`config.mk`:
```
export PLATFORM = sky130hd
export DESIGN_NAME = multicycle_ctrl_flat
export DESIGN_NICKNAME = d
export VERILOG_FILES = /design/src/rtl/multicycle_ctrl_if.sv /design/src/rtl/multicycle_ctrl.sv /design/src/flat_wrapper.sv
export SDC_FILE = /design/constraint.sdc
export NUM_CORES = 1
export LEC_CHECK = 0
export CORE_UTILIZATION = 25
export CTS_CLUSTER_SIZE = 28
export DETAILED_ROUTE_END_ITERATION = 10
export GPL_ROUTABILITY_DRIVEN = 0
export PLACE_DENSITY = 0.48
export REMOVE_ABC_BUFFERS = 1
export SETUP_SLACK_MARGIN = 0.05
export SLEW_MARGIN = 20
export SYNTH_ARGS = -nofsm -noshare
export SYNTH_HDL_FRONTEND = slang
export SYNTH_SLANG_ARGS = --single-unit
```
`constraint.sdc`:
```
create_clock -name clk_i -period 3.5 [get_ports clk_i]
set_input_delay 0.525 -clock clk_i [delete_from_list [all_inputs] [get_ports clk_i]]
set_output_delay 0.525 -clock clk_i [all_outputs]
set_load 0.005 [all_outputs]
```
`src/rtl/multicycle_ctrl_if.sv`:
```
// Controller <-> datapath/imem signal bundle for the multi-cycle MIPS sequencer.
// The master modport is the controller side; the slave modport is the datapath side.
interface multicycle_ctrl_if #(
    parameter int CNT_W = 32
);
    logic [5:0]       instr_op_i;
    logic             imem_ack_i;
    logic             imem_req_o;
    logic             ir_write_o;
    logic             pc_write_o;
    logic             pc_write_cond_o;
    logic             alu_src_a_o;
    logic [1:0]       alu_src_b_o;
    logic [2:0]       alu_op_o;
    logic             reg_dst_o;
    logic             reg_write_o;
    logic             illegal_o;
    logic [2:0]       state_o;
    logic [CNT_W-1:0] instr_cnt_o;

    modport master (
        input  instr_op_i, imem_ack_i,
        output imem_req_o, ir_write_o, pc_write_o, pc_write_cond_o,
               alu_src_a_o, alu_src_b_o, alu_op_o, reg_dst_o, reg_write_o,
               illegal_o, state_o, instr_cnt_o
    );

    modport slave (
        output instr_op_i, imem_ack_i,
        input  imem_req_o, ir_write_o, pc_write_o, pc_write_cond_o,
               alu_src_a_o, alu_src_b_o, alu_op_o, reg_dst_o, reg_write_o,
               illegal_o, state_o, instr_cnt_o
    );
endinterface

```
`src/rtl/multicycle_ctrl.sv`:
```
// Multi-cycle sequencing FSM for the simple MIPS core (R-type, BEQ, ADDI, SLTI).
// Fetches over a req/ack handshake and drives per-state datapath controls.
module multicycle_ctrl #(
    parameter int         CNT_W    = 32,
    parameter logic [5:0] OP_RTYPE = 6'b000000,
    parameter logic [5:0] OP_BEQ   = 6'b000100,
    parameter logic [5:0] OP_ADDI  = 6'b001000,
    parameter logic [5:0] OP_SLTI  = 6'b001010
) (
    input  logic              clk_i,
    input  logic              rst_i,
    multicycle_ctrl_if.master bus
);

    typedef enum logic [2:0] {
        FETCH   = 3'd0,
        DECODE  = 3'd1,
        EXEC_R  = 3'd2,
        WB_R    = 3'd3,
        EXEC_I  = 3'd4,
        WB_I    = 3'd5,
        BRANCH  = 3'd6,
        ILLEGAL = 3'd7
    } state_e;

    state_e           state_q, state_d;
    logic [CNT_W-1:0] instrCnt_q, instrCnt_d;

    logic       reqComb;
    logic       irWriteComb;
    logic       pcWriteComb;
    logic       pcWriteCondComb;
    logic       aluSrcAComb;
    logic [1:0] aluSrcBComb;
    logic [2:0] aluOpComb;
    logic       regDstComb;
    logic       regWriteComb;
    logic       illegalComb;

    always_ff @(posedge clk_i or posedge rst_i) begin
        if (rst_i) begin
            state_q    <= FETCH;
            instrCnt_q <= '0;
        end else begin
            state_q    <= state_d;
            instrCnt_q <= instrCnt_d;
        end
    end

    always_comb begin
        state_d         = state_q;
        instrCnt_d      = instrCnt_q;
        reqComb         = 1'b0;
        irWriteComb     = 1'b0;
        pcWriteComb     = 1'b0;
        pcWriteCondComb = 1'b0;
        aluSrcAComb     = 1'b0;
        aluSrcBComb     = 2'b00;
        aluOpComb       = 3'b000;
        regDstComb      = 1'b0;
        regWriteComb    = 1'b0;
        illegalComb     = 1'b0;

        case (state_q)
            FETCH: begin
                reqComb     = 1'b1;
                aluSrcBComb = 2'b01;
                if (bus.imem_ack_i) begin
                    irWriteComb = 1'b1;
                    pcWriteComb = 1'b1;
                    state_d     = DECODE;
                end
            end
            DECODE: begin
                // ALU is idle here, so it precomputes PC+(imm<<2) for a possible branch
                aluSrcBComb = 2'b11;
                case (bus.instr_op_i)
                    OP_RTYPE:         state_d = EXEC_R;
                    OP_ADDI, OP_SLTI: state_d = EXEC_I;
                    OP_BEQ:           state_d = BRANCH;
                    default:          state_d = ILLEGAL;
                endcase
            end
            EXEC_R: begin
                aluSrcAComb = 1'b1;
                aluOpComb   = 3'b010;
                state_d     = WB_R;
            end
            WB_R: begin
                aluSrcAComb  = 1'b1;
                aluOpComb    = 3'b010;
                regDstComb   = 1'b1;
                regWriteComb = 1'b1;
                state_d      = FETCH;
                instrCnt_d   = instrCnt_q + {{(CNT_W-1){1'b0}}, 1'b1};
            end
            EXEC_I: begin
                aluSrcAComb = 1'b1;
                aluSrcBComb = 2'b10;
                aluOpComb   = 3'b011;
                state_d     = WB_I;
            end
            WB_I: begin
                aluSrcAComb  = 1'b1;
                aluSrcBComb  = 2'b10;
                aluOpComb    = 3'b011;
                regWriteComb = 1'b1;
                state_d      = FETCH;
                instrCnt_d   = instrCnt_q + {{(CNT_W-1){1'b0}}, 1'b1};
            end
            BRANCH: begin
                aluSrcAComb     = 1'b1;
                aluOpComb       = 3'b001;
                pcWriteCondComb = 1'b1;
                state_d         = FETCH;
                instrCnt_d      = instrCnt_q + {{(CNT_W-1){1'b0}}, 1'b1};
            end
            ILLEGAL: begin
                illegalComb = 1'b1;
                state_d     = FETCH;
            end
            default: state_d = FETCH;
        endcase
    end

    // Controls are gated by reset so nothing writes while reset is held, even in FETCH
    assign bus.imem_req_o      = reqComb         & ~rst_i;
    assign bus.ir_write_o      = irWriteComb     & ~rst_i;
    assign bus.pc_write_o      = pcWriteComb     & ~rst_i;
    assign bus.pc_write_cond_o = pcWriteCondComb & ~rst_i;
    assign bus.alu_src_a_o     = aluSrcAComb     & ~rst_i;
    assign bus.alu_src_b_o     = rst_i ? 2'b00  : aluSrcBComb;
    assign bus.alu_op_o        = rst_i ? 3'b000 : aluOpComb;
    assign bus.reg_dst_o       = regDstComb      & ~rst_i;
    assign bus.reg_write_o     = regWriteComb    & ~rst_i;
    assign bus.illegal_o       = illegalComb     & ~rst_i;
    assign bus.state_o         = state_q;
    assign bus.instr_cnt_o     = instrCnt_q;

endmodule

```
`src/flat_wrapper.sv`:
```
// flat-port wrapper written by rule: the top's interface ports become plain ports
module multicycle_ctrl_flat 
#(
    parameter int         CNT_W    = 32,
    parameter logic [5:0] OP_RTYPE = 6'b000000,
    parameter logic [5:0] OP_BEQ   = 6'b000100,
    parameter logic [5:0] OP_ADDI  = 6'b001000,
    parameter logic [5:0] OP_SLTI  = 6'b001010
)
  (clk_i, rst_i, bus_instr_op_i, bus_imem_ack_i, bus_imem_req_o, bus_ir_write_o, bus_pc_write_o, bus_pc_write_cond_o, bus_alu_src_a_o, bus_alu_src_b_o, bus_alu_op_o, bus_reg_dst_o, bus_reg_write_o, bus_illegal_o, bus_state_o, bus_instr_cnt_o);
  multicycle_ctrl_if #(.CNT_W(CNT_W)) bus_i ();
  input  logic clk_i;
  input  logic rst_i;
  input wire logic [$bits(bus_i.instr_op_i)-1:0] bus_instr_op_i;
  input wire logic [$bits(bus_i.imem_ack_i)-1:0] bus_imem_ack_i;
  output wire logic [$bits(bus_i.imem_req_o)-1:0] bus_imem_req_o;
  output wire logic [$bits(bus_i.ir_write_o)-1:0] bus_ir_write_o;
  output wire logic [$bits(bus_i.pc_write_o)-1:0] bus_pc_write_o;
  output wire logic [$bits(bus_i.pc_write_cond_o)-1:0] bus_pc_write_cond_o;
  output wire logic [$bits(bus_i.alu_src_a_o)-1:0] bus_alu_src_a_o;
  output wire logic [$bits(bus_i.alu_src_b_o)-1:0] bus_alu_src_b_o;
  output wire logic [$bits(bus_i.alu_op_o)-1:0] bus_alu_op_o;
  output wire logic [$bits(bus_i.reg_dst_o)-1:0] bus_reg_dst_o;
  output wire logic [$bits(bus_i.reg_write_o)-1:0] bus_reg_write_o;
  output wire logic [$bits(bus_i.illegal_o)-1:0] bus_illegal_o;
  output wire logic [$bits(bus_i.state_o)-1:0] bus_state_o;
  output wire logic [$bits(bus_i.instr_cnt_o)-1:0] bus_instr_cnt_o;
  assign bus_i.instr_op_i = bus_instr_op_i;
  assign bus_i.imem_ack_i = bus_imem_ack_i;
  assign bus_imem_req_o = bus_i.imem_req_o;
  assign bus_ir_write_o = bus_i.ir_write_o;
  assign bus_pc_write_o = bus_i.pc_write_o;
  assign bus_pc_write_cond_o = bus_i.pc_write_cond_o;
  assign bus_alu_src_a_o = bus_i.alu_src_a_o;
  assign bus_alu_src_b_o = bus_i.alu_src_b_o;
  assign bus_alu_op_o = bus_i.alu_op_o;
  assign bus_reg_dst_o = bus_i.reg_dst_o;
  assign bus_reg_write_o = bus_i.reg_write_o;
  assign bus_illegal_o = bus_i.illegal_o;
  assign bus_state_o = bus_i.state_o;
  assign bus_instr_cnt_o = bus_i.instr_cnt_o;
  multicycle_ctrl #(.CNT_W(CNT_W), .OP_RTYPE(OP_RTYPE), .OP_BEQ(OP_BEQ), .OP_ADDI(OP_ADDI), .OP_SLTI(OP_SLTI)) u_core (.clk_i(clk_i), .rst_i(rst_i), .bus(bus_i));
endmodule
```
==> results.toml <==
[floorplanning]
row_count = 30
initial_core_util_pct = 26.5
die_h_um = 88.0
core_sq_um = 6980
die_w_um = 88.0
die_area_sq_um = 7740
io_pins = 57

[drt]
ant_nets = 0
drc = 0
num_vias = 1499
wirelength_um = 4290
top_layer_used = "met4"
vias_per_cell = 4.40
routed-wl-met2_um = 1920
wire_per_inst_um = 12.6
drtIter0Drc = 39
wirelength_met1_um = 2090
dr_wl_met3_um = 246
first_pass_iters = 4

[logic_synthesis]
synthSimpleGateAreaFrac_pct = 24.7
netlist_instances = 186
syn-cell-area_sq_um = 1850
yosys.area.top_type = "dfrtp_1"
yosysUniqueCellTypes = 36
ys_top_cells_by_area = "dfrtp_1, xnor2_1, xor2_1, nor2_1, nand3_1"
yosys_warnings = 0
ys_ff_latch = 35
synth.most_common_cell = "dfrtp_1"
synth.top_cells.by_count = "dfrtp_1, nor2_1, xnor2_1"
async_reset_ff_share_pct = 100
synth_top_area_share_pct = 47.4
synthAdderAreaFrac_pct = 2.03
syn_area_per_cell_sq_um = 9.93
synth_xor_area_share_pct = 15.7
synth_top_family_by_area = "simple AND/OR/NAND/NOR gates"
synth_edf_count = 0
synth_compound_area_share_pct = 5.76
yosysSeqAreaShare_pct = 47.4
synthMuxAreaShare_pct = 0.542
synthFlopType = "dfrtp_1"

[setup_path]
reg2reg_depth = 5
timing.rr.start = "u_core.bus.state_o[2]"
rrSetupSlack_ns = 1.34
reg2reg_to = "u_core.bus.instr_cnt_o[18]"
end_kind = "output port"
start_kind = "flip-flop"
crit_type = "reg -> out"
cp.required_ns = 2.97
cp.arrival_ns = 2.35
crit_path_max_fanout = 15

[global_route]
overflow = 0
grtUsageTotal_pct = 12.2
antenna_found_initial = 0
first_global_vias = 1448
grt_pass1_wl_um = 7210
grt_max_degree = 36

[clock_network]
post_cts_buffers = 0
clkTransAtPathRegs_ns = 0.07
cts_tree = "yes"
clockBufferDepth = 2
postCtsHoldBufs = 0
insertion_delay_ns = 0.29
cts-resized-gates = 0
root_buffer = "clkbuf_8"
cts_max_level = 2
clock_sinks = 35
cts_inserted_buffers = 5

[sta]
worst_pin_slew_ns = 0.542
skew_ns = 0.0119
rsz0062_at_grt = "no"
setup_viol = 0
max_slew_margin_pct = 63.9
finalCriticalPeriod_ns = 2.88
fmax_mhz = 348
slew_violations = 0
tns_ns = 0
hold_viol = 0
finalCritPeriodShare_pct = 82.2

[final_layout]
finalNetCount = 256
area_growth_pct = 42.3
stdcell_count = 341
num_antenna_cells = 0
drive_above_1_share_pct = 6.12

[worst_hold_path]
hold_end = "u_core.bus.instr_cnt_o[31]"
hp-start = "u_core.bus.instr_cnt_o[31]"
holdPathStages = 1
min_path_type = "reg -> reg"

[flow_run]
drv_cap = 0

[placement]
dp.cells = 333
io_buffer_count = 55
dp_hpwl_um = 3090

[pwr]
vdd.ir_drop.worst_mv = 0.375
p_per_area_nw_per_um2 = 577
leakage_uw = 0.00116

[outcome]
status = "finished clean"
metrics by stage:
stage / total power, uW / hold slack, ns / util (%) / instance area (sq um) / setup WS (ns)
after floorplan: 832 / 0.468 / - / 1820 / 1.31
after global placement: 1100 / 0.462 / 35.7 / 2490 / 0.972
after detailed placement: 1090 / 0.478 / 35.7 / 2490 / 0.918
after CTS: 1540 / 0.488 / 37.6 / 2630 / 0.594
after global routing: 1620 / 0.511 / 37.6 / 2630 / 0.483
final: 1520 / 0.476 / 37.6 / 2630 / 0.623
cells in the final DEF (no fill, tap or decap), drive strengths merged, types with 6 or more instances in the layout:
master         count
clkdlybuf4s50     55
dfrtp             35
nor2              21
xnor2             17
xor2              16
nand2             14
nand3             13
inv               10
nand4              9
nor3               7
a21oi              6
clkbuf             6
power breakdown:
part           internal [uW]  switching [uW]  leakage, uW
Clock                    285             149    0.0000654
Sequential               455             114     0.000473
Combinational            283             231     0.000619
registers in the layout (all words and copies together), names as in the netlist:
register	flops
u_core.bus.instr_cnt_o	32
u_core.bus.state_o	3
layer usage:
metal | global-route usage (%) | vias up
li1 | - | 744
met1 | 16.1 | 704
met2 | 19.0 | 47
met3 | 3.96 | 4
met4 | 3.58 | 0
met5 | 0 | -
cell families (layout without fill, tap and decap cells):
kind of cell    after synthesis  count (layout)
compound gates               15              15
mux                           1               1
flops                        35              35
buf+inv                      15              74
other cells                   1               1
xor+xnor                     33              33
simple gates                 83              83
fa+ha+maj                     3               3
area by class of cell:
type | instances | area [sq um]
clock inverter | 2 | 60.1
sequential | 35 | 876
clock buffer | 6 | 72.6
inverter | 10 | 37.5
multi-input combinational | 136 | 903
timing repair buffer | 56 | 558
tap | 96 | 120
fill | 733 | 4350
critical path, cell delays in order, from the launching register on:
cell	delay [ns]
dfrtp_1	0.68
inv_1	0.23
ha_1	0.31
nor2b_1	0.13
or2_2	0.27
clkdlybuf4s50_1	0.44
worst max-delay path by stage:
stage	startpoint	end	slack, ns	cells after the start
floorplan	rst_i	bus_illegal_o	1.31	3
global placement	u_core.bus.state_o[2]	bus_alu_src_a_o	0.97	5
detailed placement	u_core.bus.state_o[2]	bus_alu_src_a_o	0.92	5
CTS	u_core.bus.state_o[2]	bus_alu_src_a_o	0.59	5
global route	u_core.bus.state_o[2]	bus_alu_src_a_o	0.48	5
finish	u_core.bus.state_o[2]	bus_alu_src_a_o	0.62	5
No activity file was read; power rests on OpenSTA's default activity.
